==> src/rtl/pong_game_ctrl.sv <==
// Pong match sequencer: walks idle/serve/rally/point/game-over phases, keeps both scores
// and picks each serve direction from the LFSR. All outputs decode from registered state.
module pong_game_ctrl #(
   parameter int X_POS_W            = 10,
   parameter int RND_NUM_W          = 9,
   parameter int SCORE_W            = 4,
   parameter int WIN_SCORE          = 9,
   parameter int SERVE_DELAY_FRAMES = 60,
   parameter int POINT_DELAY_FRAMES = 90,
   parameter int LEFT_EDGE          = 10,
   parameter int RIGHT_EDGE         = 630
) (
   input  logic                 clk,
   input  logic                 rst_n,
   input  logic                 frame_tick_i,
   input  logic                 start_key_i,
   input  logic [X_POS_W-1:0]   ball_x_i,
   input  logic [X_POS_W-1:0]   ball_right_i,
   input  logic [RND_NUM_W-1:0] rnd_i,
   output logic                 ball_en_o,
   output logic                 ball_rst_o,
   output logic                 serve_dir_x_o,
   output logic                 serve_dir_y_o,
   output logic [SCORE_W-1:0]   player_score_o,
   output logic [SCORE_W-1:0]   enemy_score_o,
   output logic [2:0]           state_o,
   output logic                 game_over_o,
   output logic                 winner_o
);

   localparam int MAX_DELAY = (SERVE_DELAY_FRAMES > POINT_DELAY_FRAMES) ?
                              SERVE_DELAY_FRAMES : POINT_DELAY_FRAMES;
   localparam int CNT_W     = $clog2(MAX_DELAY + 1);

   localparam logic [CNT_W-1:0]   SERVE_LOAD = CNT_W'(SERVE_DELAY_FRAMES - 1);
   localparam logic [CNT_W-1:0]   POINT_LOAD = CNT_W'(POINT_DELAY_FRAMES - 1);
   localparam logic [X_POS_W-1:0] LEFT_LIM   = X_POS_W'(LEFT_EDGE);
   localparam logic [X_POS_W-1:0] RIGHT_LIM  = X_POS_W'(RIGHT_EDGE);
   localparam logic [SCORE_W-1:0] WIN_VAL    = SCORE_W'(WIN_SCORE);
   localparam logic [SCORE_W-1:0] SCORE_MAX  = '1;

   typedef enum logic [2:0] {
      ST_IDLE  = 3'd0,
      ST_SERVE = 3'd1,
      ST_PLAY  = 3'd2,
      ST_POINT = 3'd3,
      ST_OVER  = 3'd4
   } state_t;

   state_t             state;
   state_t             state_next;
   logic [CNT_W-1:0]   cnt;
   logic [SCORE_W-1:0] player_score;
   logic [SCORE_W-1:0] enemy_score;
   logic               start_q;
   logic               key_armed;
   logic               dir_x;
   logic               dir_y;
   logic               winner;

   logic start_rise;
   logic game_won;
   logic load_serve;
   logic new_game;
   logic load_point;
   logic cnt_dec;
   logic miss_left;
   logic miss_right;
   logic clear_scores;
   logic set_winner;
   logic unused_rnd;

   function automatic logic [SCORE_W-1:0] sat_inc(input logic [SCORE_W-1:0] v);
      return (v == SCORE_MAX) ? v : v + 1'b1;
   endfunction

   // key_armed blocks a key that was already held when reset released
   assign start_rise = start_key_i & ~start_q & key_armed;
   assign game_won   = (player_score == WIN_VAL) || (enemy_score == WIN_VAL);
   assign unused_rnd = ^rnd_i[RND_NUM_W-1:2];

   always_ff @(posedge clk or negedge rst_n) begin
      if (!rst_n) begin
         state <= ST_IDLE;
      end else begin
         state <= state_next;
      end
   end

   always_comb begin
      state_next   = state;
      load_serve   = 1'b0;
      new_game     = 1'b0;
      load_point   = 1'b0;
      cnt_dec      = 1'b0;
      miss_left    = 1'b0;
      miss_right   = 1'b0;
      clear_scores = 1'b0;
      set_winner   = 1'b0;
      case (state)
         ST_IDLE: begin
            if (start_rise) begin
               state_next = ST_SERVE;
               load_serve = 1'b1;
               new_game   = 1'b1;
            end
         end
         ST_SERVE: begin
            if (frame_tick_i) begin
               if (cnt == '0) state_next = ST_PLAY;
               else           cnt_dec    = 1'b1;
            end
         end
         ST_PLAY: begin
            // Left miss wins a tie so only one point is scored per frame
            if (frame_tick_i) begin
               if (ball_x_i <= LEFT_LIM) begin
                  miss_left  = 1'b1;
                  load_point = 1'b1;
                  state_next = ST_POINT;
               end else if (ball_right_i >= RIGHT_LIM) begin
                  miss_right = 1'b1;
                  load_point = 1'b1;
                  state_next = ST_POINT;
               end
            end
         end
         ST_POINT: begin
            if (frame_tick_i) begin
               if (cnt != '0) begin
                  cnt_dec = 1'b1;
               end else if (game_won) begin
                  state_next = ST_OVER;
                  set_winner = 1'b1;
               end else begin
                  state_next = ST_SERVE;
                  load_serve = 1'b1;
               end
            end
         end
         ST_OVER: begin
            if (start_rise) begin
               state_next   = ST_SERVE;
               load_serve   = 1'b1;
               new_game     = 1'b1;
               clear_scores = 1'b1;
            end
         end
         default: state_next = ST_IDLE;
      endcase
   end

   always_ff @(posedge clk or negedge rst_n) begin
      if (!rst_n) begin
         cnt          <= '0;
         player_score <= '0;
         enemy_score  <= '0;
         start_q      <= 1'b0;
         key_armed    <= 1'b0;
         dir_x        <= 1'b0;
         dir_y        <= 1'b0;
         winner       <= 1'b0;
      end else begin
         start_q   <= start_key_i;
         key_armed <= key_armed | ~start_key_i;

         if (load_serve)   cnt <= SERVE_LOAD;
         else if (load_point) cnt <= POINT_LOAD;
         else if (cnt_dec) cnt <= cnt - 1'b1;

         if (load_serve) dir_y <= rnd_i[1];
         if (new_game)   dir_x <= rnd_i[0];
         else if (miss_left)  dir_x <= 1'b0;
         else if (miss_right) dir_x <= 1'b1;

         if (clear_scores) begin
            player_score <= '0;
            enemy_score  <= '0;
         end else begin
            if (miss_left)  enemy_score  <= sat_inc(enemy_score);
            if (miss_right) player_score <= sat_inc(player_score);
         end

         if (set_winner) winner <= (enemy_score == WIN_VAL);
      end
   end

   always_comb begin
      ball_rst_o  = 1'b1;
      ball_en_o   = 1'b0;
      game_over_o = 1'b0;
      case (state)
         ST_PLAY: begin
            ball_rst_o = 1'b0;
            ball_en_o  = 1'b1;
         end
         ST_POINT: ball_rst_o  = 1'b0;
         ST_OVER:  game_over_o = 1'b1;
         default:  ball_rst_o  = 1'b1;
      endcase
   end

   assign state_o        = state;
   assign serve_dir_x_o  = dir_x;
   assign serve_dir_y_o  = dir_y;
   assign player_score_o = player_score;
   assign enemy_score_o  = enemy_score;
   assign winner_o       = winner;

endmodule

==> config.mk <==
export PLATFORM = sky130hd
export DESIGN_NAME = pong_game_ctrl
export DESIGN_NICKNAME = d
export VERILOG_FILES = /design/src/rtl/pong_game_ctrl.sv
export SDC_FILE = /design/constraint.sdc
export NUM_CORES = 1
export LEC_CHECK = 0
export CAP_MARGIN = 20
export CORE_MARGIN = 2
export CORE_UTILIZATION = 35
export CTS_CLUSTER_SIZE = 25
export DETAILED_ROUTE_END_ITERATION = 8
export PLACE_DENSITY_LB_ADDON = 0.05
export SYNTH_ARGS = -nofsm -noshare
export SYNTH_HDL_FRONTEND = slang
export SYNTH_SLANG_ARGS = --single-unit
==> constraint.sdc <==
create_clock -name clk -period 4.8 [get_ports clk]
set_input_delay 0.48 -clock clk [delete_from_list [all_inputs] [get_ports clk]]
set_output_delay 0.48 -clock clk [all_outputs]
set_load 0.01 [all_outputs]
# Yosys cells after proc, flatten, opt, wreduce, memory -nomap -nowiden
# Index checks and enable logic that the tools add are counted.
[op_classes]
addsub = 3
n_lt_le_gt_ge = 2
eq_ne = 17
n_mux = 51
bitwise = 5
n_reduce_logical = 13
[op_table]
columns = ["cell", "n"]
rows = [
  ["1-bit 2-to-1 mux", 30],
  ["3-bit 2-to-1 mux", 9],
  ["4-bit 2-to-1 mux", 6],
  ["7-bit 2-to-1 mux", 3],
  ["4-bit == test (second input constant)", 4],
  ["2-bit != test (second input constant)", 7],
  ["3-bit one-hot mux with 4 select lines", 1],
  ["10-bit >= comparator (second input constant)", 1],
  ["10-bit by 4-bit <= comparator with 1-bit output (second input constant)", 1],
  ["4-bit by 1-bit adder with 4-bit output (second input constant)", 2],
  ["7-bit logical NOT", 1],
  ["7-bit AND reduction", 1],
  ["7-bit nonzero test", 1],
  ["7-bit by 1-bit subtractor with 7-bit output (second input constant)", 1],
  ["3-bit by 2-bit == test with 1-bit output (second input constant)", 2],
  ["3-bit nonzero test", 2],
  ["1-bit one-hot mux with 2 select lines", 2],
  ["2-bit AND reduction", 2],
  ["2-bit nonzero test", 2],
  ["2-bit OR reduction", 2],
  ["3-bit by 1-bit == test with 1-bit output (second input constant)", 1],
  ["3-bit == test (second input constant)", 1],
  ["3-bit logical NOT", 1],
  ["3-bit != test (second input constant)", 1],
  ["other kinds (5)", 7],
]
[totals]
regBits = 23

# Logic depth before layout (Yosys ltp)
# Gate-level depths: netlist (run 1).
[logic_depth]
depth_word = 8
mapped_depth = 8
ltp_nobuf = 7

# Least setup slack after synthesis (run 1)
# No wires, ideal clock.
[synth_path]
path_kind = "reg2reg"
from = "reg cnt[0]"
to = "reg dir_y, in the netlist serve_dir_y_o"
setup_time_ns = 0.125
arrival_time_ns = 1.986
required_ns = 4.675
setup_slack_ns = 2.689
path_stages_with_launch = 8
synth_period_minus_slack_ns = 2.111
path_cell_list = "dfrtp_1 > inv_1 > ha_1 > or3b_1 > buf_2 > or4_4 > o21ai_4 > mux2_4"
[synth_via]
elab_chain_len = 4
[synth_rtl]
columns = ["item", "line_no", "rtl"]
rows = [
  ["start, declared", "52", "logic [CNT_W-1:0] cnt;"],
  ["start signal, assigned", "169", "else if (cnt_dec) cnt <= cnt - 1'b1;"],
  ["7-bit nonzero test", "130", "if (cnt != '0) begin"],
  ["1-bit 2-to-1 mux", "130", ""],
  ["1-bit 2-to-1 mux", "129", "if (frame_tick_i) begin"],
  ["1-bit one-hot mux with 2 select lines", "100", "case (state)"],
  ["end signal, assigned", "171", "if (load_serve) dir_y <= rnd_i[1];"],
  ["end, declared", "58", "logic dir_y;"],
]
# Every way passes these cells.
# A chain may end at the register's enable or synchronous reset.

# Final worst setup path (run 1)
[layout_path]
from = "in ball_x_i[6]"
to = "reg enemy_score[1], in the netlist enemy_score_o[1]"
[layout_via]
elab_chain_len = 6
[layout_rtl]
columns = ["item", "line_no", "rtl"]
rows = [
  ["start, declared", "17", "input logic [X_POS_W-1:0] ball_x_i,"],
  ["10-bit by 4-bit <= comparator with 1-bit output", "117", "if (ball_x_i <= LEFT_LIM) begin"],
  ["1-bit 2-to-1 mux", "117", ""],
  ["1-bit 2-to-1 mux", "116", "if (frame_tick_i) begin"],
  ["1-bit 2-to-1 mux", "100", ""],
  ["2-bit nonzero test (no line)", "n/a", ""],
  ["2-bit AND reduction (no line)", "n/a", ""],
  ["end signal, assigned", "180", "if (miss_left) enemy_score <= sat_inc(enemy_score);"],
  ["end, declared", "54", "logic [SCORE_W-1:0] enemy_score;"],
]
# Every way passes these cells.

==> results of run 1 <==
[report_power, final]
group | internal [mW] | switching (mW)
Clock | 0.0593 | 0.0620
Combinational | 0.111 | 0.0828
Sequential | 0.237 | 0.0472
Total | 0.407 | 0.192
[per-stage QoR]
step | power, mW | instances
6_report | 0.599 | 229
2_1_floorplan | 0.394 | 137
5_1_grt | 0.648 | 229
3_5_place_dp | 0.480 | 224
3_3_place_gp | 0.471 | 224
4_1_cts | 0.606 | 228
[worst min path at each step]
stage          slack (ns)   endpoint
6_report             0.46  key_armed
2_1_floorplan        0.18     cnt[0]
3_5_place_dp         0.44  key_armed
4_1_cts              0.47  key_armed
3_3_place_gp         0.44  key_armed
5_1_grt              0.51  key_armed
[kinds of logic (layout without fill, tap and decap cells)]
logic type | count (synthesis) | after routing | share of synthesized area [%]
simple gates | 58 | 58 | 24.3
mux | 3 | 3 | 2.79
compound gates | 31 | 31 | 16.2
buf+inv | 10 | 54 | 2.98
xor+xnor | 7 | 7 | 4.72
fa+ha+maj | 5 | 5 | 4.81
flops | 23 | 23 | 44.3
[per-layer routing]
layer | routed length (um) | global-route usage [%]
met5 | 0 | 0
met4 | 32 | 3.99
met3 | 246 | 4.17
met2 | 1280 | 22.9
met1 | 1560 | 24.5
[layout by cell type (no fill, tap or decap), drive strengths merged, types with 5 or more instances in the layout]
cell / instances
xnor2: 5
nor2: 14
nand3: 6
a21oi: 7
nand2: 14
dfrtp: 23
o21ai: 10
ha: 5
clkdlybuf4s50: 41
inv: 8
[cell usage after synthesis (3+ instances only)]
library cell / number / area (sq um)
sky130_fd_sc_hd__nand4_1: 3 / 18.8
sky130_fd_sc_hd__nand2b_1: 3 / 18.8
sky130_fd_sc_hd__a21oi_1: 7 / 35.0
sky130_fd_sc_hd__ha_1: 5 / 62.6
sky130_fd_sc_hd__a31oi_1: 3 / 18.8
sky130_fd_sc_hd__inv_1: 8 / 30.0
sky130_fd_sc_hd__xnor2_1: 5 / 43.8
sky130_fd_sc_hd__nor2_1: 14 / 52.6
sky130_fd_sc_hd__nand3_1: 6 / 30.0
sky130_fd_sc_hd__nand2_1: 14 / 52.6
sky130_fd_sc_hd__o21ai_0: 9 / 45.0
sky130_fd_sc_hd__dfrtp_1: 23 / 576
sky130_fd_sc_hd__nor3_1: 3 / 15.0
[cell type report]
type	count	area [sq um]
Inverter	8	30.0
Tap cell	48	60.1
Fill cell	329	1780
Timing Repair Buffer	42	425
Multi-Input combinational cell	104	686
Clock buffer	4	45.0
Sequential cell	23	576
[sequential cells by signal (all words and copies together) (netlist names)]
name / flops
serve_dir_x_o: 1
winner_o: 1
state_o: 3
enemy_score_o: 4
serve_dir_y_o: 1
key_armed: 1
start_q: 1
cnt: 7
player_score_o: 4
==> results.txt, run 1 <==
The run finished with clean final reports. The number of max-cap violations came out at 0. In this run the most critical hold path is launched from key_armed. CTS saw 23 sinks. The worst setup skew after layout came out at 0.00369 ns. TritonCTS built the clock tree. The count of pins over their slew limit is 0. The maximum fanout count along the critical path is 3. The most used flip-flop cell after synthesis is sky130_fd_sc_hd__dfrtp_1. In the final design database the tool counted 220 nets. The final instance area is 0.00182 sq mm. The endpoint class of the critical path is a register. The critical path runs through a total of 6 cells.

The power density relative to cell area came out at 329 mW/mm^2. After detailed routing, the number of remaining DRC violations is 0. The post-CTS setup buffer count is 0. The core region area came out at 0.00361 sq mm. The routed layout has 1159 vias. The effective utilization at floorplan came out at 36.1%. The first-pass GRT wire length came out at 5280 um.

In the final routed layout, each cell accounts on average for 13.6 um. In this run, post-CTS hold repair placed 0 buffers. The share of the core filled with cells in the final layout is 50.5%. At the later pin of the worst-skew pair, clock insertion delay measures 0.26 ns. The data required time at the worst endpoint is 5.00 ns. The number of H-tree branching levels is 1.

The number of violations reported at the end of detailed-routing iteration 0 is 35. The critical path class is in -> reg. The depth of the worst register-to-register path came out at 6.

The gate count after technology mapping came out at 137. In this run the tightest slew margin relative to its limit is 62.3%. The tree is rooted in a sky130_fd_sc_hd__clkbuf_8. In this run, CTS created clock tree buffers numbering 3. The chip width is 64.9 um.

The number of enable flip-flop cells after synthesis is 0. The number of placed I/O pins came out at 50. The count of nets left with antenna violations after detail routing came out at 0.

Timing analysis after detailed placement gives a worst setup slack of 2.22 ns. The HPWL after detailed placement came out at 2330 um. The number of antenna violations at the first check in global routing is 0. The actual slew at the worst max-slew pin came out at 0.563 ns. The average via count per standard cell is 5.06. Setup repair after global routing left no endpoint under its margin.

Traced cell by cell, the critical path runs through clkdlybuf4s50_1 -> nor4_1 -> o211ai_1 -> a311oi_1 -> mux2_2 -> nor2_1. Cells with a size suffix above 1 make up 7.18% of the layout. On the critical path, the stage with the largest delay is an instance of sky130_fd_sc_hd__a311oi_1. Summing every instance area after synthesis gives 0.00130 sq mm.

The clock transition at the registers of the reported paths came out at 0.08 ns. STA puts the critical path data arrival time at 2.52 ns. The overall global routing resource usage came out at 16.2%.

The synthesized netlist net count came out at 175. The proportion of synthesized flip-flops having asynchronous set or reset is 100%. The hold path depth is 1. The number of global-route vias before repair is 1098. The achievable clock frequency is 431 MHz. After global routing the overflow that remains totals 0. The length of the first detailed-routing pass in iterations is 4. The worst path setup slack after routing came out at 2.48 ns. Counting flops and latches in the post-synthesis netlist gives 23. The kind of start point of the critical path is a primary input. The worst hold path belongs to the class reg -> reg. The sum of negative setup slack came out at 0 ns. The shortest clock period the worst path allows after layout came out at 2.32 ns.

The final number of hold-violating endpoints was 0. Tracing the worst setup path back leads to its startpoint at ball_x_i[6]. Wires add up to 3130 um. From synthesis to final layout, the design area changed by 40.1%. The total leakage power came out at 0.762 nW.

The final critical-path share of the clock period came out at 48.3%. The die covers 0.00422 sq mm. Broken down by cell family, the worst path's largest delay share belongs to compound AO/OA/AOI/OAI gates. In this run the cell area measured after placement is 0.00176 sq mm. The initialized floorplan defines 22 standard-cell rows. The number of buffers and inverters on the critical path came out at 1. In this run the critical register-to-register path is launched from cnt[0]. The largest stage delay on the critical path came out at 0.52 ns. The final-layout worst hold slack came out at 0.459 ns. The largest net degree at the start of global routing came out at 24.

The peak supply drop came out at 0.188 mV. The number of warning messages in the yosys log came out at 0. The total setup violations reported at the end of the flow is 0. For flop-to-flop paths, the worst setup slack is 2.53 ns. The part of the Yosys area used for sequential elements is 44.3%.

The antenna cell count is 0. The vertical extent of the die came out at 64.9 um. The number of gates resized after CTS was 0. The capturing point of the worst reg2reg path is serve_dir_y_o. The total of buffers placed on input and output ports came out at 41.

The mean cell area of the mapped netlist came out at 9.49 sq um. The largest buffer count on any clock path is 2. In this run, distinct cell masters in the synthesized netlist total 43.

In this run the worst setup path terminates at enemy_score_o[1]. The congestion estimate from routability-driven global placement came to 0.753.
Power figures use the tool's default switching activity.
==> run 2, diff against run 1 <==
==> constraint.sdc (replaced) <==
create_clock -name clk -period 1.95 [get_ports clk]
set_input_delay 0.195 -clock clk [delete_from_list [all_inputs] [get_ports clk]]
set_output_delay 0.195 -clock clk [all_outputs]
set_load 0.01 [all_outputs]
==> run 2 against run 1 <==
- the flow now finishes with violations (setup timing)
- core utilization is 6.5 points higher
- sequential power increased by 130%
- setup slack worse by 2.6 ns
==> results.txt, run 2 (synthesis results as in run 1) <==
The number of violations reported at the end of detailed-routing iteration 0 came out at 20 (was 35). The total of buffers placed on input and output ports came out at 41 (unchanged). The effective utilization at floorplan is 36.1% (unchanged).

The relative slew slack came out at 74.7% (was 62.3%). The row count is 22 (unchanged). The largest delay contributor family on the critical path is simple AND/OR/NAND/NOR gates (was compound AO/OA/AOI/OAI gates). The TritonCTS clock tree is built (unchanged). The path length in cells of the critical path is 6 (unchanged). The worst setup skew after layout came out at 0.00779 ns (was 0.00369 ns). Most used cells in the layout excluding fill and tap cells: 41 x sky130_fd_sc_hd__clkdlybuf4s50_1, 27 x sky130_fd_sc_hd__buf_4, 23 x sky130_fd_sc_hd__dfrtp_1 (was 41 x sky130_fd_sc_hd__clkdlybuf4s50_1, 23 x sky130_fd_sc_hd__dfrtp_1, 14 x sky130_fd_sc_hd__nor2_1, 14 x sky130_fd_sc_hd__nand2_1, 9 x sky130_fd_sc_hd__o21ai_0). The final number of hold-violating endpoints came to 0 (unchanged).

The largest stage delay on the critical path came to 0.45 ns (was 0.52 ns). The data required time at the worst endpoint came out at 2.10 ns (was 5.00 ns). The number of buffers and inverters on the critical path is 1 (unchanged). The peak supply drop came out at 0.484 mV (was 0.188 mV). The final non-filler cell total came out at 257 (was 229).

The chip width is 64.9 um (unchanged). The post-detailed-route wirelength per cell is 12.8 um (was 13.6 um). The average via count per standard cell was 4.89 (was 5.06).

The antenna cell count came out at 0 (unchanged). The shortest clock period the worst path allows after layout is 2.06 ns. The clock transition at the registers of the reported paths is 0.08 ns (about the same). The number of buffers created by CTS is 3 (unchanged). RSZ-0062 raised after global routing: yes (was no).

The number of global-route vias before repair came out at 1202 (was 1098). The weighted congestion reported at the end of routability-driven placement came out at 0.772 (was 0.753). The checks that failed: setup timing. The layout cell share with drive strength beyond 1 was 22.0% (was 7.18%). The worst path setup slack after routing is -0.113 ns (was 2.48 ns). The count of nets left with antenna violations after detail routing came out at 0 (unchanged). The total setup violations reported at the end of the flow is 5 (was 0).

The power density relative to cell area is 819 mW/mm^2 (was 329 mW/mm^2). The cell at the root of the clock tree was sky130_fd_sc_hd__clkbuf_8 (unchanged). The core region area is 0.00361 sq mm (unchanged). The flip-flop count of the largest register, all copies and words added is 7 (unchanged).

The overall global routing resource usage is 16.3% (was 16.2%). The global route total overflow is 0 (unchanged). The number of max-cap violations came out at 0 (unchanged). The total number of nets in the final design came to 248 (was 220). The count of pins over their slew limit came to 0 (unchanged). The first-pass GRT wire length is 5370 um (was 5280 um).

The largest net degree at the start of global routing is 24 (unchanged). The largest buffer count on any clock path is 2 (unchanged). The number of antenna violations at the first check in global routing came to 0 (unchanged). The maximum fanout count along the critical path was 4 (was 3). The kind of start point of the critical path is a register (was primary input). The switching part of the total power came out at 30.7% (was 32.0%).

The total design power is 1.68 mW (was 0.599 mW). The sum of negative setup slack came out at -0.395 ns (was 0 ns). The combinational cell fraction of total power came to 43.9% (was 32.3%).

The actual slew at the worst max-slew pin was 0.376 ns (was 0.563 ns). The die footprint is 0.00422 sq mm (unchanged). The clock latency reported for the late side of the worst-skew pair is 0.26 ns (about the same). Ordered list of cells on the worst path: inv_1 -> ha_2 -> or3b_4 -> or4_4 -> o21ai_4 -> mux2_4 (was clkdlybuf4s50_1 -> nor4_1 -> o211ai_1 -> a311oi_1 -> mux2_2 -> nor2_1). Run status: complete, but fails checks (was complete, no violations).

The commonest non-fill, non-tap cell in the layout was sky130_fd_sc_hd__clkdlybuf4s50_1 (unchanged). The detailed-route via count came out at 1258 (was 1159). The cell-internal power is 1.17 mW (was 0.407 mW). The switching power summed over all nets is 0.516 mW (was 0.192 mW). The total leakage power was 0.907 nW (was 0.762 nW). The vertical extent of the die is 64.9 um (unchanged). The critical path class is reg -> reg (was in -> reg).

The depth of the worst register-to-register path came out at 6 (unchanged). The final critical-path share of the clock period is 106%. The achievable clock frequency is 485 MHz. The portion of total power attributed to the clock network came out at 17.6% (was 20.2%). The total cell area at the placement stage is 0.00194 sq mm (was 0.00176 sq mm). The register ranked first by flip-flop count was cnt (unchanged). The endpoint class of the critical path is a register (unchanged). The clock sink total was 23 (unchanged). The total wirelength of the detailed-routed design is 3280 um (was 3130 um). The cts-stage hold buffer count is 0 (unchanged). The slowest stage cell on the critical path is sky130_fd_sc_hd__or4_4 (was sky130_fd_sc_hd__a311oi_1).

The class of the tightest hold or removal check is in -> async (was reg -> reg). The final instance area is 0.00206 sq mm (was 0.00182 sq mm). The area added between synthesis and finish came out at 58.1% (was 40.1%). The sequential share of power came out at 38.5% (was 47.4%). The number of H-tree branching levels is 1 (unchanged). The detailed-route DRC error count is 0 (unchanged). The number of placed I/O pins is 50 (unchanged). The signal arrival time at the worst endpoint is 2.21 ns (was 2.52 ns). The worst slack at placement is -0.198 ns (was 2.22 ns).

The length of the first detailed-routing pass in iterations came out at 4 (unchanged). The HPWL after detailed placement came to 2510 um (was 2330 um). The number of placed cells counting well taps is 248 (was 224).
-- run 2: cell count changes in the layout (fill, tap and decap cells not counted), sizes merged --
cell / change
buf: +28
-- run 2: what timing repair did --
item,in CTS,in global routing
gates resized for setup,3,6
endpoints found under the setup margin,4,11
setup buffers,3,3
pin swaps,0,1
-- run 2: final cells by class --
cell class	count	area, sq um
clock buffer	4	45.0
fill	336	1550
inverter	8	30.0
multi-input combinational	104	709
sequential	23	576
tap	48	60.1
timing repair buffer	70	636
-- run 2: power groups by stage --
stage / Clock, mW / Sequential, mW / Combinational, mW
global placement: 0 / 0.648 / 0.675
finish: 0.296 / 0.648 / 0.740
detailed placement: 0 / 0.651 / 0.690
CTS: 0.301 / 0.644 / 0.708
global route: 0.325 / 0.662 / 0.814
floorplan: 0 / 0.693 / 0.278
-- run 2: worst paths after layout --
path | start | endpoint | slack, ns
hold / removal | rst_n | state_o[0] | 0.28
setup / recovery | cnt[0] | serve_dir_y_o | -0.11
setup reg to reg | cnt[0] | serve_dir_y_o | -0.11
max in group asynchronous | rst_n | cnt[2] | 1.43
min in group clk | start_key_i | start_q | 0.43
hold reg to reg | key_armed | key_armed | 0.47
-- run 2: layer usage --
layer,vias to the layer above,track usage (%),wire length [um]
li1,632,-,-
met5,-,0,0
met3,2,3.65,243
met4,0,3.99,15
met1,582,21.9,1550
met2,42,26.8,1470
-- run 2: metrics by stage --
| step | hold WS, ns | utilization [%] |
|---|---|---|
| after detailed placement | 0.449 | 53.9 |
| final | 0.282 | 57.0 |
| after floorplan | -0.101 | - |
| after global placement | 0.443 | 53.9 |
| after CTS | 0.297 | 55.9 |
| after global routing | 0.304 | 57.0 |
==> run 3, diff against run 2 <==
--- a/config.mk
+++ b/config.mk
@@ -11,6 +11,7 @@
 export CTS_CLUSTER_SIZE = 25
 export DETAILED_ROUTE_END_ITERATION = 8
 export PLACE_DENSITY_LB_ADDON = 0.05
+export REMOVE_ABC_BUFFERS = 1
 export SYNTH_ARGS = -nofsm -noshare
 export SYNTH_HDL_FRONTEND = slang
 export SYNTH_SLANG_ARGS = --single-unit
==> run 3 against run 2 <==
- first-iteration DRC count up 65%
- clock skew down 0.0035 ns
- setup slack improved by 0.0015 ns
- critical path type unchanged
- sequential share of layout area is 0.34 points higher
- the flow still finishes with violations (setup timing)
- largest power group unchanged
- wire length grew 0.58%
- non-clock buffer count shrank 2
==> results.txt, run 3 (synthesis results as in run 1) <==
The average via count per standard cell is 4.89 (about the same). The worst slack at placement is -0.147 ns (was -0.198 ns). The total design power came out at 1.66 mW (was 1.68 mW).

The effective utilization at floorplan came out at 36.1% (unchanged). The total of buffers placed on input and output ports came out at 41 (unchanged). The core region area is 0.00361 sq mm (unchanged). The power density relative to cell area was 818 mW/mm^2 (was 819 mW/mm^2). The detailed-route via count came out at 1248 (was 1258).

The final number of hold-violating endpoints came out at 0 (unchanged). The class of the tightest hold or removal check was in -> async (unchanged). The number of H-tree branching levels is 1 (unchanged). The flip-flop count of the largest register, all copies and words added came out at 7 (unchanged). RSZ-0062 raised after global routing: yes (unchanged). The count of nets left with antenna violations after detail routing is 0 (unchanged).

The row count is 22 (unchanged). The final critical-path share of the clock period was 106% (about the same). The signal arrival time at the worst endpoint is 2.22 ns (was 2.21 ns). The number of max-cap violations came out at 0 (unchanged). The relative slew slack came out at 76.9% (was 74.7%). The total setup violations reported at the end of the flow is 5 (unchanged). The chip width is 64.9 um (unchanged). The largest buffer count on any clock path is 2 (unchanged). The worst path setup slack after routing came out at -0.112 ns (was -0.113 ns).

The endpoint class of the critical path is a register (unchanged). The data required time at the worst endpoint came out at 2.11 ns (was 2.10 ns). The global route total overflow came out at 0 (unchanged). The register ranked first by flip-flop count is cnt (unchanged). The commonest non-fill, non-tap cell in the layout was sky130_fd_sc_hd__clkdlybuf4s50_1 (unchanged). The total wirelength of the detailed-routed design came out at 3300 um (was 3280 um). The number of antenna violations at the first check in global routing is 0 (unchanged). The critical path class is reg -> reg (unchanged). The vertical extent of the die is 64.9 um (unchanged). The detailed-route DRC error count came to 0 (unchanged). The shortest clock period the worst path allows after layout came out at 2.06 ns (about the same).

The cell at the root of the clock tree is sky130_fd_sc_hd__clkbuf_8 (unchanged). The final-layout worst hold slack is 0.279 ns (was 0.282 ns). The antenna cell count is 0 (unchanged). The layout cell share with drive strength beyond 1 is 20.8% (was 22.0%). The clock sink total is 23 (unchanged). The clock latency reported for the late side of the worst-skew pair came out at 0.27 ns (was 0.26 ns). The number of fillers in the final layout came out at 343 (was 336). The achievable clock frequency was 485 MHz (about the same). The peak supply drop is 0.563 mV (was 0.484 mV). The final non-filler cell total came out at 255 (was 257). The die footprint is 0.00422 sq mm (unchanged).

The total cell area at the placement stage was 0.00195 sq mm (was 0.00194 sq mm). The depth of the worst register-to-register path is 6 (unchanged). The final instance area came out at 0.00203 sq mm (was 0.00206 sq mm). The length of the first detailed-routing pass in iterations came out at 4 (unchanged).

The capturing point of the worst reg2reg path is serve_dir_y_o (unchanged). The total number of nets in the final design came out at 246 (was 248). The overall global routing resource usage was 16.7% (was 16.3%). The weighted congestion reported at the end of routability-driven placement is 0.791 (was 0.772). The worst setup skew after layout came out at 0.00425 ns (was 0.00779 ns).

The area added between synthesis and finish is 56.2% (was 58.1%). The clock transition at the registers of the reported paths was 0.08 ns (about the same). The number of placed I/O pins was 50 (unchanged).

The kind of start point of the critical path is a register (unchanged). The setup slack of the worst register-to-register path came out at -0.11 ns (about the same). The number of violations reported at the end of detailed-routing iteration 0 came to 33 (was 20). The number of global-route vias before repair was 1242 (was 1202). The origin of the worst setup path is cnt[0] (unchanged). The number of placed cells counting well taps is 249 (was 248).

The actual slew at the worst max-slew pin is 0.343 ns (was 0.376 ns). The cts-stage hold buffer count is 0 (unchanged). Run status: complete, but fails checks (unchanged). Violated checks: setup timing (unchanged).

The HPWL after detailed placement came to 2600 um (was 2510 um). The count of pins over their slew limit came to 0 (unchanged). The maximum fanout count along the critical path is 3 (was 4).

The largest net degree at the start of global routing came to 24 (unchanged). The TritonCTS clock tree is built (unchanged). Most used cells in the layout excluding fill and tap cells: 41 x sky130_fd_sc_hd__clkdlybuf4s50_1, 26 x sky130_fd_sc_hd__buf_4, 23 x sky130_fd_sc_hd__dfrtp_1 (was 41 x sky130_fd_sc_hd__clkdlybuf4s50_1, 27 x sky130_fd_sc_hd__buf_4, 23 x sky130_fd_sc_hd__dfrtp_1). The number of buffers created by CTS is 3 (unchanged). The post-detailed-route wirelength per cell is 12.9 um (was 12.8 um). The reg-to-reg startpoint is cnt[0] (unchanged). The total leakage power is 0.901 nW (was 0.907 nW). The first-pass GRT wire length came to 5500 um (was 5370 um). The end point of the critical path is serve_dir_y_o (unchanged).
[run 3: repair_timing]
action / 4_1_cts / 5_1_grt
resized for setup: 3 / 3
buffers inserted: 2 / 0
endpoints found under the setup margin: 4 / 11
[run 3: power breakdown]
part           switching, mW  total, mW  internal, mW  leakage (nW)
logic                  0.300      0.712         0.412         0.590
registers             0.0583      0.642         0.583         0.285
clock network          0.163      0.306         0.143        0.0255
total                  0.522       1.66          1.14         0.901
[run 3: critical path, cell delays in order (launching register included)]
cell                      delay, ns
sky130_fd_sc_hd__dfrtp_1       0.38
sky130_fd_sc_hd__inv_1         0.06
sky130_fd_sc_hd__ha_1          0.16
sky130_fd_sc_hd__or3b_4        0.39
sky130_fd_sc_hd__or4_4         0.45
sky130_fd_sc_hd__o21ai_4       0.20
sky130_fd_sc_hd__mux2_4        0.31
[run 3: area by class of cell]
type                    instances  area, sq um  area share, %
clock buffers                   3         41.3           2.03
repair buffers                 68          617           30.4
multi-input cells             104          702           34.6
inverters                       8         30.0           1.48
clock inverters                 1         5.00          0.246
flip-flops and latches         23          576           28.3
well taps                      48         60.1           2.96
[run 3: how the worst min path moves through the flow]
stage                     cells past startpoint             to       from  slack, ns
after floorplan                               0         cnt[0]      rst_n      -0.10
after global placement                        1      key_armed  key_armed       0.44
after detailed placement                      1      key_armed  key_armed       0.45
after CTS                                     2       winner_o      rst_n       0.29
after global routing                          2  serve_dir_x_o      rst_n       0.30
final                                         2     state_o[1]      rst_n       0.28
[run 3: metal layers]
metal | vias up | wire, um | global-route usage [%]
li1 | 630 | - | -
met4 | 0 | 21 | 3.99
met3 | 2 | 264 | 4.34
met2 | 39 | 1460 | 26.7
met1 | 577 | 1560 | 22.7
met5 | - | 0 | 0
[run 3: through the flow]
stage	util, %	TNS [ns]
5_1_grt	56.3	-1.25
3_3_place_gp	54.1	-0.418
4_1_cts	56.0	-0.430
2_1_floorplan	-	-0.146
3_5_place_dp	54.1	-0.575
6_report	56.3	-0.409
